`src/rtl/memory_controller_if.sv`:
```
// Request/response handshake to the LSB and fetch unit, plus the byte-wide RAM/IO bus.
// The slave modport is the controller's view; master is the surrounding system's view.
interface memory_controller_if;
  logic        lsbFlag;
  logic [2:0]  lsbOp;
  logic [31:0] lsbAddr;
  logic [31:0] lsbDataIn;
  logic [31:0] lsbDataOut;
  logic        lsbOkFlag;
  logic        ifFlag;
  logic [31:0] ifAddr;
  logic [31:0] ifData;
  logic        ifOkFlag;
  logic [7:0]  memIn;
  logic [7:0]  memOut;
  logic [31:0] memA;
  logic        memWr;
  logic        ioBufferFull;

  modport slave (
    input  lsbFlag, lsbOp, lsbAddr, lsbDataIn, ifFlag, ifAddr, memIn, ioBufferFull,
    output lsbDataOut, lsbOkFlag, ifData, ifOkFlag, memOut, memA, memWr
  );

  modport master (
    output lsbFlag, lsbOp, lsbAddr, lsbDataIn, ifFlag, ifAddr, memIn, ioBufferFull,
    input  lsbDataOut, lsbOkFlag, ifData, ifOkFlag, memOut, memA, memWr
  );
endinterface

```
`src/rtl/memory_controller.sv`:
```
// Serialises one LSB (byte/half/word) or fetch (4-byte) request at a time onto a
// byte-wide synchronous RAM/IO bus and returns a one-cycle ok pulse with the data.
module memory_controller #(
  parameter logic [31:0] IO_BASE = 32'h30000
) (
  input  logic clockIn,
  input  logic resetIn,
  input  logic readyIn,
  memory_controller_if.slave bus
);

  typedef enum logic [1:0] {S_IDLE, S_READ, S_WRITE, S_DONE} state_t;

  state_t      state_q, state_d;
  logic [31:0] addr_q, addr_d;
  logic [31:0] wdata_q, wdata_d;
  logic [31:0] rbuf_q, rbuf_d;
  logic [31:0] mem_a_q, mem_a_d;
  logic [7:0]  mem_out_q, mem_out_d;
  logic        mem_wr_q, mem_wr_d;
  logic [31:0] lsb_data_q, lsb_data_d;
  logic [31:0] if_data_q, if_data_d;
  logic        lsb_ok_q, lsb_ok_d;
  logic        if_ok_q, if_ok_d;
  logic        src_lsb_q, src_lsb_d;
  logic [1:0]  last_q, last_d;
  logic [1:0]  k_q, k_d;
  logic [2:0]  issue_q, issue_d;
  logic        avld_q, avld_d;
  logic        pend_q, pend_d;
  logic        stalled_q, stalled_d;

  logic        acc_lsb;
  logic [31:0] acc_addr;
  logic        acc_store;
  logic [1:0]  acc_last;
  logic        io_blk;
  logic [1:0]  k_inc;
  logic [31:0] rbuf_merged;

  assign acc_lsb   = bus.lsbFlag;
  assign acc_addr  = acc_lsb ? bus.lsbAddr : bus.ifAddr;
  assign acc_store = acc_lsb & bus.lsbOp[2];
  assign acc_last  = !acc_lsb                 ? 2'd3 :
                     (bus.lsbOp[1:0] == 2'b00) ? 2'd0 :
                     (bus.lsbOp[1:0] == 2'b01) ? 2'd1 : 2'd3;

  assign io_blk      = (mem_a_q >= IO_BASE) && bus.ioBufferFull;
  assign k_inc       = k_q + 2'd1;
  assign rbuf_merged = rbuf_q | ({24'b0, bus.memIn} << {k_q, 3'b000});

  always_comb begin
    state_d    = state_q;
    addr_d     = addr_q;
    wdata_d    = wdata_q;
    rbuf_d     = rbuf_q;
    mem_a_d    = mem_a_q;
    mem_out_d  = mem_out_q;
    mem_wr_d   = mem_wr_q;
    lsb_data_d = lsb_data_q;
    if_data_d  = if_data_q;
    lsb_ok_d   = lsb_ok_q;
    if_ok_d    = if_ok_q;
    src_lsb_d  = src_lsb_q;
    last_d     = last_q;
    k_d        = k_q;
    issue_d    = issue_q;
    avld_d     = avld_q;
    pend_d     = pend_q;
    stalled_d  = stalled_q;

    if (!readyIn) begin
      stalled_d = 1'b1;
    end else begin
      stalled_d = 1'b0;
      unique case (state_q)
        S_IDLE: begin
          mem_wr_d = 1'b0;
          if (bus.lsbFlag || bus.ifFlag) begin
            src_lsb_d = acc_lsb;
            addr_d    = acc_addr;
            wdata_d   = bus.lsbDataIn;
            last_d    = acc_last;
            mem_a_d   = acc_addr;
            k_d       = 2'd0;
            if (acc_store) begin
              mem_out_d = bus.lsbDataIn[7:0];
              mem_wr_d  = 1'b1;
              state_d   = S_WRITE;
            end else begin
              rbuf_d  = '0;
              issue_d = 3'd1;
              avld_d  = 1'b1;
              pend_d  = 1'b0;
              state_d = S_READ;
            end
          end
        end

        S_WRITE: begin
          if (!io_blk) begin
            if (k_q == last_q) begin
              mem_wr_d = 1'b0;
              lsb_ok_d = src_lsb_q;
              if_ok_d  = !src_lsb_q;
              state_d  = S_DONE;
            end else begin
              k_d       = k_inc;
              mem_a_d   = mem_a_q + 32'd1;
              mem_out_d = wdata_q[{k_inc, 3'b000} +: 8];
            end
          end
        end

        S_READ: begin
          if (stalled_q) begin
            // The byte in flight across a freeze is lost; re-issue from the first uncaptured byte.
            pend_d  = 1'b0;
            avld_d  = 1'b1;
            mem_a_d = addr_q + {30'b0, k_q};
            issue_d = {1'b0, k_q} + 3'd1;
          end else begin
            pend_d = avld_q;
            if (issue_q <= {1'b0, last_q}) begin
              mem_a_d = addr_q + {29'b0, issue_q};
              issue_d = issue_q + 3'd1;
              avld_d  = 1'b1;
            end else begin
              avld_d = 1'b0;
            end
            if (pend_q) begin
              rbuf_d = rbuf_merged;
              k_d    = k_inc;
              if (k_q == last_q) begin
                avld_d   = 1'b0;
                pend_d   = 1'b0;
                lsb_ok_d = src_lsb_q;
                if_ok_d  = !src_lsb_q;
                if (src_lsb_q) lsb_data_d = rbuf_merged;
                else           if_data_d  = rbuf_merged;
                state_d  = S_DONE;
              end
            end
          end
        end

        S_DONE: begin
          lsb_ok_d = 1'b0;
          if_ok_d  = 1'b0;
          state_d  = S_IDLE;
        end

        default: state_d = S_IDLE;
      endcase
    end
  end

  always_ff @(posedge clockIn) begin
    if (resetIn) begin
      state_q    <= S_IDLE;
      addr_q     <= '0;
      wdata_q    <= '0;
      rbuf_q     <= '0;
      mem_a_q    <= '0;
      mem_out_q  <= '0;
      mem_wr_q   <= 1'b0;
      lsb_data_q <= '0;
      if_data_q  <= '0;
      lsb_ok_q   <= 1'b0;
      if_ok_q    <= 1'b0;
      src_lsb_q  <= 1'b0;
      last_q     <= '0;
      k_q        <= '0;
      issue_q    <= '0;
      avld_q     <= 1'b0;
      pend_q     <= 1'b0;
      stalled_q  <= 1'b0;
    end else begin
      state_q    <= state_d;
      addr_q     <= addr_d;
      wdata_q    <= wdata_d;
      rbuf_q     <= rbuf_d;
      mem_a_q    <= mem_a_d;
      mem_out_q  <= mem_out_d;
      mem_wr_q   <= mem_wr_d;
      lsb_data_q <= lsb_data_d;
      if_data_q  <= if_data_d;
      lsb_ok_q   <= lsb_ok_d;
      if_ok_q    <= if_ok_d;
      src_lsb_q  <= src_lsb_d;
      last_q     <= last_d;
      k_q        <= k_d;
      issue_q    <= issue_d;
      avld_q     <= avld_d;
      pend_q     <= pend_d;
      stalled_q  <= stalled_d;
    end
  end

  // Write strobe and ok pulses are suppressed while frozen or while the IO buffer blocks.
  assign bus.memWr      = mem_wr_q & readyIn & ~io_blk;
  assign bus.lsbOkFlag  = lsb_ok_q & readyIn;
  assign bus.ifOkFlag   = if_ok_q & readyIn;
  assign bus.memA       = mem_a_q;
  assign bus.memOut     = mem_out_q;
  assign bus.lsbDataOut = lsb_data_q;
  assign bus.ifData     = if_data_q;

endmodule

```
`src/flat_wrapper.sv`:
```
// flat-port wrapper written by rule: the top's interface ports become plain ports
module memory_controller_flat 
#(
  parameter logic [31:0] IO_BASE = 32'h30000
)
  (clockIn, resetIn, readyIn, bus_lsbFlag, bus_lsbOp, bus_lsbAddr, bus_lsbDataIn, bus_ifFlag, bus_ifAddr, bus_memIn, bus_ioBufferFull, bus_lsbDataOut, bus_lsbOkFlag, bus_ifData, bus_ifOkFlag, bus_memOut, bus_memA, bus_memWr);
  memory_controller_if bus_i ();
  input  logic clockIn;
  input  logic resetIn;
  input  logic readyIn;
  input wire logic [$bits(bus_i.lsbFlag)-1:0] bus_lsbFlag;
  input wire logic [$bits(bus_i.lsbOp)-1:0] bus_lsbOp;
  input wire logic [$bits(bus_i.lsbAddr)-1:0] bus_lsbAddr;
  input wire logic [$bits(bus_i.lsbDataIn)-1:0] bus_lsbDataIn;
  input wire logic [$bits(bus_i.ifFlag)-1:0] bus_ifFlag;
  input wire logic [$bits(bus_i.ifAddr)-1:0] bus_ifAddr;
  input wire logic [$bits(bus_i.memIn)-1:0] bus_memIn;
  input wire logic [$bits(bus_i.ioBufferFull)-1:0] bus_ioBufferFull;
  output wire logic [$bits(bus_i.lsbDataOut)-1:0] bus_lsbDataOut;
  output wire logic [$bits(bus_i.lsbOkFlag)-1:0] bus_lsbOkFlag;
  output wire logic [$bits(bus_i.ifData)-1:0] bus_ifData;
  output wire logic [$bits(bus_i.ifOkFlag)-1:0] bus_ifOkFlag;
  output wire logic [$bits(bus_i.memOut)-1:0] bus_memOut;
  output wire logic [$bits(bus_i.memA)-1:0] bus_memA;
  output wire logic [$bits(bus_i.memWr)-1:0] bus_memWr;
  assign bus_i.lsbFlag = bus_lsbFlag;
  assign bus_i.lsbOp = bus_lsbOp;
  assign bus_i.lsbAddr = bus_lsbAddr;
  assign bus_i.lsbDataIn = bus_lsbDataIn;
  assign bus_i.ifFlag = bus_ifFlag;
  assign bus_i.ifAddr = bus_ifAddr;
  assign bus_i.memIn = bus_memIn;
  assign bus_i.ioBufferFull = bus_ioBufferFull;
  assign bus_lsbDataOut = bus_i.lsbDataOut;
  assign bus_lsbOkFlag = bus_i.lsbOkFlag;
  assign bus_ifData = bus_i.ifData;
  assign bus_ifOkFlag = bus_i.ifOkFlag;
  assign bus_memOut = bus_i.memOut;
  assign bus_memA = bus_i.memA;
  assign bus_memWr = bus_i.memWr;
  memory_controller #(.IO_BASE(IO_BASE)) u_core (.clockIn(clockIn), .resetIn(resetIn), .readyIn(readyIn), .bus(bus_i));
endmodule
```
`config.mk`:
```
export PLATFORM = sky130hd
export DESIGN_NAME = memory_controller_flat
export DESIGN_NICKNAME = d
export VERILOG_FILES = /design/src/rtl/memory_controller_if.sv /design/src/rtl/memory_controller.sv /design/src/flat_wrapper.sv
export SDC_FILE = /design/constraint.sdc
export NUM_CORES = 1
export LEC_CHECK = 0
export CAP_MARGIN = 10
export CORE_MARGIN = 5
export CORE_UTILIZATION = 45
export DETAILED_ROUTE_END_ITERATION = 10
export GPL_TIMING_DRIVEN = 0
export HOLD_SLACK_MARGIN = 0.1
export PLACE_DENSITY = 0.82
export SLEW_MARGIN = 10
export SYNTH_ARGS = -nofsm -noshare
export SYNTH_HDL_FRONTEND = slang
export SYNTH_SLANG_ARGS = --single-unit
```
`constraint.sdc`:
```
create_clock -name clockIn -period 3.4 [get_ports clockIn]
set_input_delay 1.02 -clock clockIn [delete_from_list [all_inputs] [get_ports clockIn]]
set_output_delay 1.02 -clock clockIn [all_outputs]
set_load 0.1 [all_outputs]
```
==> results of run 1 <==
==> worst paths after layout <==
check,startpoint,endpoint,slack [ps],cells after the start
worst max-delay path,readyIn,bus_memWr,40,5
worst min-delay path,u_core.lsb_ok_q$_SDFFE_PP0P_,u_core.lsb_ok_q$_SDFFE_PP0P_,450,2
worst max register to register,u_core.k_q[1]$_SDFFE_PP0P_,u_core.bus.memA[31]$_SDFFE_PP0P_,230,10
worst min register to register,u_core.lsb_ok_q$_SDFFE_PP0P_,u_core.lsb_ok_q$_SDFFE_PP0P_,450,2
==> final cells by class <==
| type | count | area [um2] |
|---|---|---|
| Buffer | 104 | 435 |
| Clock inverter | 10 | 128 |
| Tap cell | 285 | 357 |
| Fill cell | 1970 | 9030 |
| Inverter | 26 | 97.6 |
| Multi-Input combinational cell | 899 | 5610 |
| Timing Repair Buffer | 210 | 2100 |
| Sequential cell | 216 | 4320 |
| Clock buffer | 29 | 628 |
==> power groups by stage <==
| stage | clock (W) | combinational, W | sequential, W |
|---|---|---|---|
| floorplan | 0 | 0.000885 | 0.00346 |
| global route | 0.00269 | 0.00219 | 0.00296 |
| finish | 0.00255 | 0.00208 | 0.00294 |
| global placement | 0 | 0.00200 | 0.00297 |
| detailed placement | 0 | 0.00203 | 0.00298 |
| CTS | 0.00257 | 0.00205 | 0.00292 |
==> flip-flops by register name (all words and copies together) (netlist names), 2 cells and up <==
name	flops
u_core.wdata_q	32
u_core.rbuf_q	32
u_core.bus.memA	32
u_core.bus.ifData	32
u_core.issue_q	3
u_core.k_q	2
u_core.bus.lsbDataOut	32
u_core.bus.memOut	8
u_core.last_q	2
u_core.addr_q	32
u_core.state_q	2
==> logic make-up after synthesis <==
logic type | Yosys count | share of synthesized area
buffers and inverters | 133 | 0.0500
xor gates and xnor gates | 57 | 0.0479
adders and majority gates | 14 | 0.0175
AOI/OAI and AO/OA | 328 | 0.208
DFF | 216 | 0.415
muxes | 63 | 0.0711
and+or+nand+nor | 437 | 0.190
==> layer usage <==
layer	GRT usage	wire (um)
met5	0	39
met3	0.0853	4100
met4	0.103	1360
met1	0.327	14300
met2	0.441	17100
==> layout by cell type (no fill, tap or decap), types with 14 or more instances in the layout <==
cell type        synthesis  final
clkbuf_16                0     23
xnor2_1                 30     30
mux2i_1                 46     46
inv_1                   25     25
clkbuf_1                72     68
and3_1                  14     14
dfxtp_1                216    216
nor4_1                  19     19
clkdlybuf4s50_1          0    207
nor3_1                  21     20
a221oi_1                23     23
a211oi_1                97     96
nand3_1                 31     31
nor2_1                 163    162
xor2_1                  27     27
o21ai_0                 19     18
nand2_1                131    131
a21oi_1                135    135
nand4_1                 14     14
==> through the flow <==
stage	TNS, ps	instance area [um2]	power (W)	utilization	setup WS (ps)
after floorplan	0	10400	0.00434	-	199
after global placement	-26420	12900	0.00497	0.568	-1010
after detailed placement	-25240	12900	0.00501	0.568	-1010
after CTS	0	13700	0.00754	0.602	29.7
after global routing	0	13700	0.00783	0.602	5.28
final	0	13700	0.00757	0.602	36.5
==> cell usage after synthesis, drive strengths merged, types with 2 or more instances <==
cell type,instances,share of area
clkbuf,80,0.030
nand3,32,0.017
o32ai,3,0.0025
o22ai,2,0.0012
a211oi,97,0.070
o211ai,9,0.0065
inv,25,0.0090
o311a,2,0.0019
nor4,19,0.011
mux2,9,0.0097
nor3b,3,0.0022
nand3b,2,0.0014
nor2,163,0.059
nor3,21,0.010
xnor2,30,0.025
a221oi,24,0.022
a311oi,2,0.0017
xor2,27,0.023
nor2b,9,0.0054
nand2b,3,0.0018
mux4,8,0.017
a31oi,2,0.0012
o41ai,2,0.0017
buf,27,0.011
a2bb2oi,2,0.0017
a32o,4,0.0038
and4,9,0.0076
a41oi,2,0.0017
or2,5,0.0030
o2111ai,4,0.0040
dfxtp,216,0.41
a211o,8,0.0067
and2,7,0.0042
ha,13,0.016
o21ai,21,0.010
o221ai,3,0.0025
nand4,15,0.0096
mux2i,46,0.044
and3,14,0.0084
a21oi,135,0.065
nand2,131,0.047
==> worst max-delay path: stages <==
cell             delay, ps
clkdlybuf4s50_1        590
buf_2                  250
nand2_1                 90
nor2_2                 130
buf_6                  250
==> repair_timing <==
action / CTS / global route
setup endpoints to repair: 31 / 21
hold endpoints to repair: 0 / 0
resized for setup: 29 / 10
==> flow_summary.json, run 1 <==
{
  "status": "complete, no violations",
  "coreArea_um2": 22700,
  "avgSynthCellArea_um2": 8.36,
  "cts_buffers": 23,
  "finalHoldViolations": 0,
  "p_comb_frac": 0.275,
  "die_x_um": 162,
  "ctsHoldBuffers": 0,
  "clk_root_buffer_cell": "clkbuf_16",
  "initial_core_util": 0.459,
  "p_leak_nw": 4.91,
  "p_per_area_nw_per_um2": 553,
  "maxSlewHeadroom": 0.293,
  "final_nets": 1607,
  "ys_warn_count": 0,
  "post-cts-setup-buffers": 0,
  "ys_seq_elements": 216,
  "drt-pass1-iter-count": 5,
  "crit_path_end_kind": "output pin",
  "drtIter0Drc": 740,
  "synth_seq_area_share": 0.415,
  "grt_pass1_wl_um": 57000,
  "rsz0062_at_grt": "no",
  "crit_path_start_kind": "input pin",
  "drive_gt1_frac": 0.0663,
  "worstPathRequired_ps": 2380,
  "fin_crit_sh": 0.989,
  "io_pins": 220,
  "totalWireLength_um": 36900,
  "placement.io_buffers": 210,
  "pwr-share-clk": 0.337,
  "cts.sinks": 216,
  "syn_to_final_growth_pct": 31.1,
  "internal_power_w": 0.00489,
  "crit_arrival_ps": 2340,
  "wl_per_cell_um": 20.7,
  "synthesis.area_um2": 10400,
  "max_freq_ghz": 0.297,
  "grt_pass1_vias": 10496,
  "grt.total_usage": 0.267,
  "clk_pin_slew_ps": 60,
  "path_max_fanout": 10,
  "netlist_instances": 1248,
  "fin_skew_ps": 16.2,
  "crit_type": "in -> out",
  "p_sw_w": 0.00268,
  "clock_latency_ps": 510,
  "synth_cell_types": 60,
  "grt.overflow.total": 0,
  "drc": 0,
  "slew_violations": 0,
  "worst_slew_pin_slew_ps": 1060,
  "synth_flop_cell": "dfxtp_1",
  "diodes": 0,
  "vias_per_cell": 5.93,
  "period_needed_ps": 3360,
  "dieArea_um2": 26300,
  "seq_power_share": 0.388,
  "antenna_found_initial": 3,
  "worstHoldPathType": "reg -> reg",
  "syn_nets": 1375,
  "cap_violations": 0,
  "cts_htree_levels": 1,
  "grt_max_degree": 17,
  "fp.dieH_um": 162,
  "gp_congestion": 0.984,
  "rows": 55,
  "place_hpwl_um": 27200,
  "cts_tree": "built",
  "stdcell_count": 1779,
  "synthArstFlopShare": 0,
  "switching_share": 0.354,
  "whs_ps": 448,
  "finalSetupViolations": 0,
  "ant_nets": 0,
  "dp.cells": 1743,
  "cts_buffer_depth": 3,
  "via_count": 10547,
  "peakVddDrop_v": 0.000356,
  "synth_edf_count": 0
}
No activity file was read; power rests on OpenSTA's default activity.
==> run 2, diff against run 1 <==
--- a/config.mk
+++ b/config.mk
@@ -5,7 +5,7 @@
 export SDC_FILE = /design/constraint.sdc
 export NUM_CORES = 1
 export LEC_CHECK = 0
-export CAP_MARGIN = 10
+export CAP_MARGIN = 5
 export CORE_MARGIN = 5
 export CORE_UTILIZATION = 45
 export DETAILED_ROUTE_END_ITERATION = 10
==> results of run 2 <==
Same layout as run 1: the final DEF is identical, and so are final timing and power.
==> run 3, diff against run 2 <==
--- a/config.mk
+++ b/config.mk
@@ -8,6 +8,7 @@
 export CAP_MARGIN = 5
 export CORE_MARGIN = 5
 export CORE_UTILIZATION = 45
+export CTS_BUF_LIST = sky130_fd_sc_hd__clkbuf_2 sky130_fd_sc_hd__clkbuf_4 sky130_fd_sc_hd__clkbuf_8
 export DETAILED_ROUTE_END_ITERATION = 10
 export GPL_TIMING_DRIVEN = 0
 export HOLD_SLACK_MARGIN = 0.1
==> run 3 against run 2 <==
Compared with the run above:
- first-iteration DRC count is 4.3% higher
- global-route usage about the same
- wire length is 0.73% lower
- core utilization hardly changed
- flip-flop and latch count unchanged
- critical path depth stayed put
- largest cell class unchanged
- power is 2.0% lower
- via count grew 0.77%
- combinational power hardly changed
- highest routed layer unchanged
==> flow_summary.json, run 3 (synthesis results as in run 1) <==
{
  "clk_pin_slew_ps": 60,
  "drive_gt1_frac": 0.0816,
  "mostFrequentLayoutCells": "dfxtp_1 (216), clkdlybuf4s50_1 (207), nor2_1 (162)",
  "dp.cells": 1743,
  "layout_commonest_cell": "dfxtp_1",
  "fin_skew_ps": 11.0,
  "period_needed_ps": 3400,
  "grt_max_degree": 17,
  "max_freq_ghz": 0.294,
  "rows": 55,
  "placement.io_buffers": 210,
  "dieArea_um2": 26300,
  "cap_violations": 0,
  "peakVddDrop_v": 0.000293,
  "cts_tree": "built",
  "p_leak_nw": 4.94,
  "totalWireLength_um": 36600,
  "worstPathRequired_ps": 2380,
  "syn_to_final_growth_pct": 31.2,
  "grt_pass1_wl_um": 57000,
  "grt.total_usage": 0.268,
  "seq_power_share": 0.395,
  "crit_path_start_kind": "input pin",
  "drtIter0Drc": 772,
  "path_max_fanout": 10,
  "antenna_found_initial": 3,
  "grt_pass1_vias": 10567,
  "crit_path_end_kind": "output pin",
  "cts.sinks": 216,
  "vias_per_cell": 5.89,
  "regToRegSetupSlack_ps": 230,
  "rsz0062_at_grt": "yes",
  "slew_violations": 0,
  "coreArea_um2": 22700,
  "p_per_area_nw_per_um2": 542,
  "fin_crit_sh": 0.999,
  "fp.dieH_um": 162,
  "switching_share": 0.365,
  "worstHoldPathType": "reg -> reg",
  "wl_per_cell_um": 20.3,
  "drc": 0,
  "initial_core_util": 0.459,
  "stdcell_count": 1804,
  "via_count": 10628,
  "ant_nets": 0,
  "worst_slew_pin_slew_ps": 1060,
  "drt-pass1-iter-count": 5,
  "die_x_um": 162,
  "io_pins": 220,
  "crit_arrival_ps": 2380,
  "maxSlewHeadroom": 0.288,
  "place_hpwl_um": 27200,
  "cts_htree_levels": 2,
  "finalPower_w": 0.00742,
  "finalHoldViolations": 0,
  "final_nets": 1621,
  "crit_type": "in -> out",
  "cts_buffers": 36,
  "clock_latency_ps": 530,
  "pre_cts_ws_ps": -1010,
  "setup_ws_ps": 2.89,
  "gp_congestion": 0.984,
  "cts_buffer_depth": 3,
  "p_sw_w": 0.00271,
  "ctsHoldBuffers": 0,
  "grt.overflow.total": 0,
  "clk_root_buffer_cell": "clkbuf_8",
  "pwr-share-clk": 0.325,
  "finalSetupViolations": 0,
  "status": "complete, no violations",
  "p_comb_frac": 0.279,
  "diodes": 0,
  "num-fill-cells": 1987,
  "internal_power_w": 0.00471
}
run 3: cell types whose count changed in the layout (fill, tap and decap cells not counted), sizes merged:
| cell | before | now |
|---|---|---|
| clkbuf | 107 | 135 |
| bufinv | 3 | 0 |
| clkinv | 7 | 5 |
| clkdlybuf4s15 | 1 | 2 |
| clkinvlp | 1 | 2 |
run 3: power groups by stage:
stage | clock network, W | registers [W] | logic (W)
4_1_cts | 0.00244 | 0.00292 | 0.00205
3_5_place_dp | 0 | 0.00298 | 0.00203
3_3_place_gp | 0 | 0.00297 | 0.00200
5_1_grt | 0.00256 | 0.00295 | 0.00218
6_report | 0.00241 | 0.00293 | 0.00207
2_1_floorplan | 0 | 0.00346 | 0.000885
run 3: stage by stage:
step	setup TNS, ps	cell area (um2)	hold slack (ps)	util
floorplan	0	10400	427	-
global placement	-26420	12900	437	0.568
detailed placement	-25240	12900	442	0.568
CTS	-11.2	13700	450	0.602
global route	-38.9	13700	471	0.602
finish	0	13700	447	0.602
run 3: final cells by class:
class | instances | area (um2) | share of cell area
buffer | 105 | 440 | 0.0322
inverter | 26 | 97.6 | 0.00713
multi-input combinational | 899 | 5610 | 0.410
clock inverter | 6 | 35.0 | 0.00256
clock buffer | 57 | 722 | 0.0528
tap | 285 | 357 | 0.0261
timing repair buffer | 210 | 2100 | 0.153
sequential | 216 | 4320 | 0.316
run 3: path summary, 6_finish.rpt:
| check | from | to | depth (start not counted) |
|---|---|---|---|
| worst max-delay path | readyIn | bus_memWr | 5 |
| worst min-delay path | u_core.lsb_ok_q$_SDFFE_PP0P_ | u_core.lsb_ok_q$_SDFFE_PP0P_ | 2 |
| worst max register to register | u_core.stalled_q$_SDFF_PP0_ | u_core.bus.memA[30]$_SDFFE_PP0P_ | 12 |
| worst min register to register | u_core.lsb_ok_q$_SDFFE_PP0P_ | u_core.lsb_ok_q$_SDFFE_PP0P_ | 2 |
run 3: what timing repair did:
| item | CTS | global route |
|---|---|---|
| endpoints found under the setup margin | 31 | 25 |
| pin swaps | 0 | 0 |
| buffers inserted | 0 | 0 |
| resized for setup | 28 | 10 |
run 3: layer usage:
layer  part of all wire  vias up  global-route usage  wire [um]
met2               0.46      576               0.437      16900
met5            0.00090        -                   0         33
li1                   -     4973                   -          -
met1               0.39     4977               0.329      14200
met4              0.033        6               0.103       1220
met3               0.12       96              0.0878       4240
run 3: critical path: stages:
cell             delay, ps
clkdlybuf4s50_1        610
buf_2                  260
nand2_1                 90
nor2_2                 140
buf_6                  250
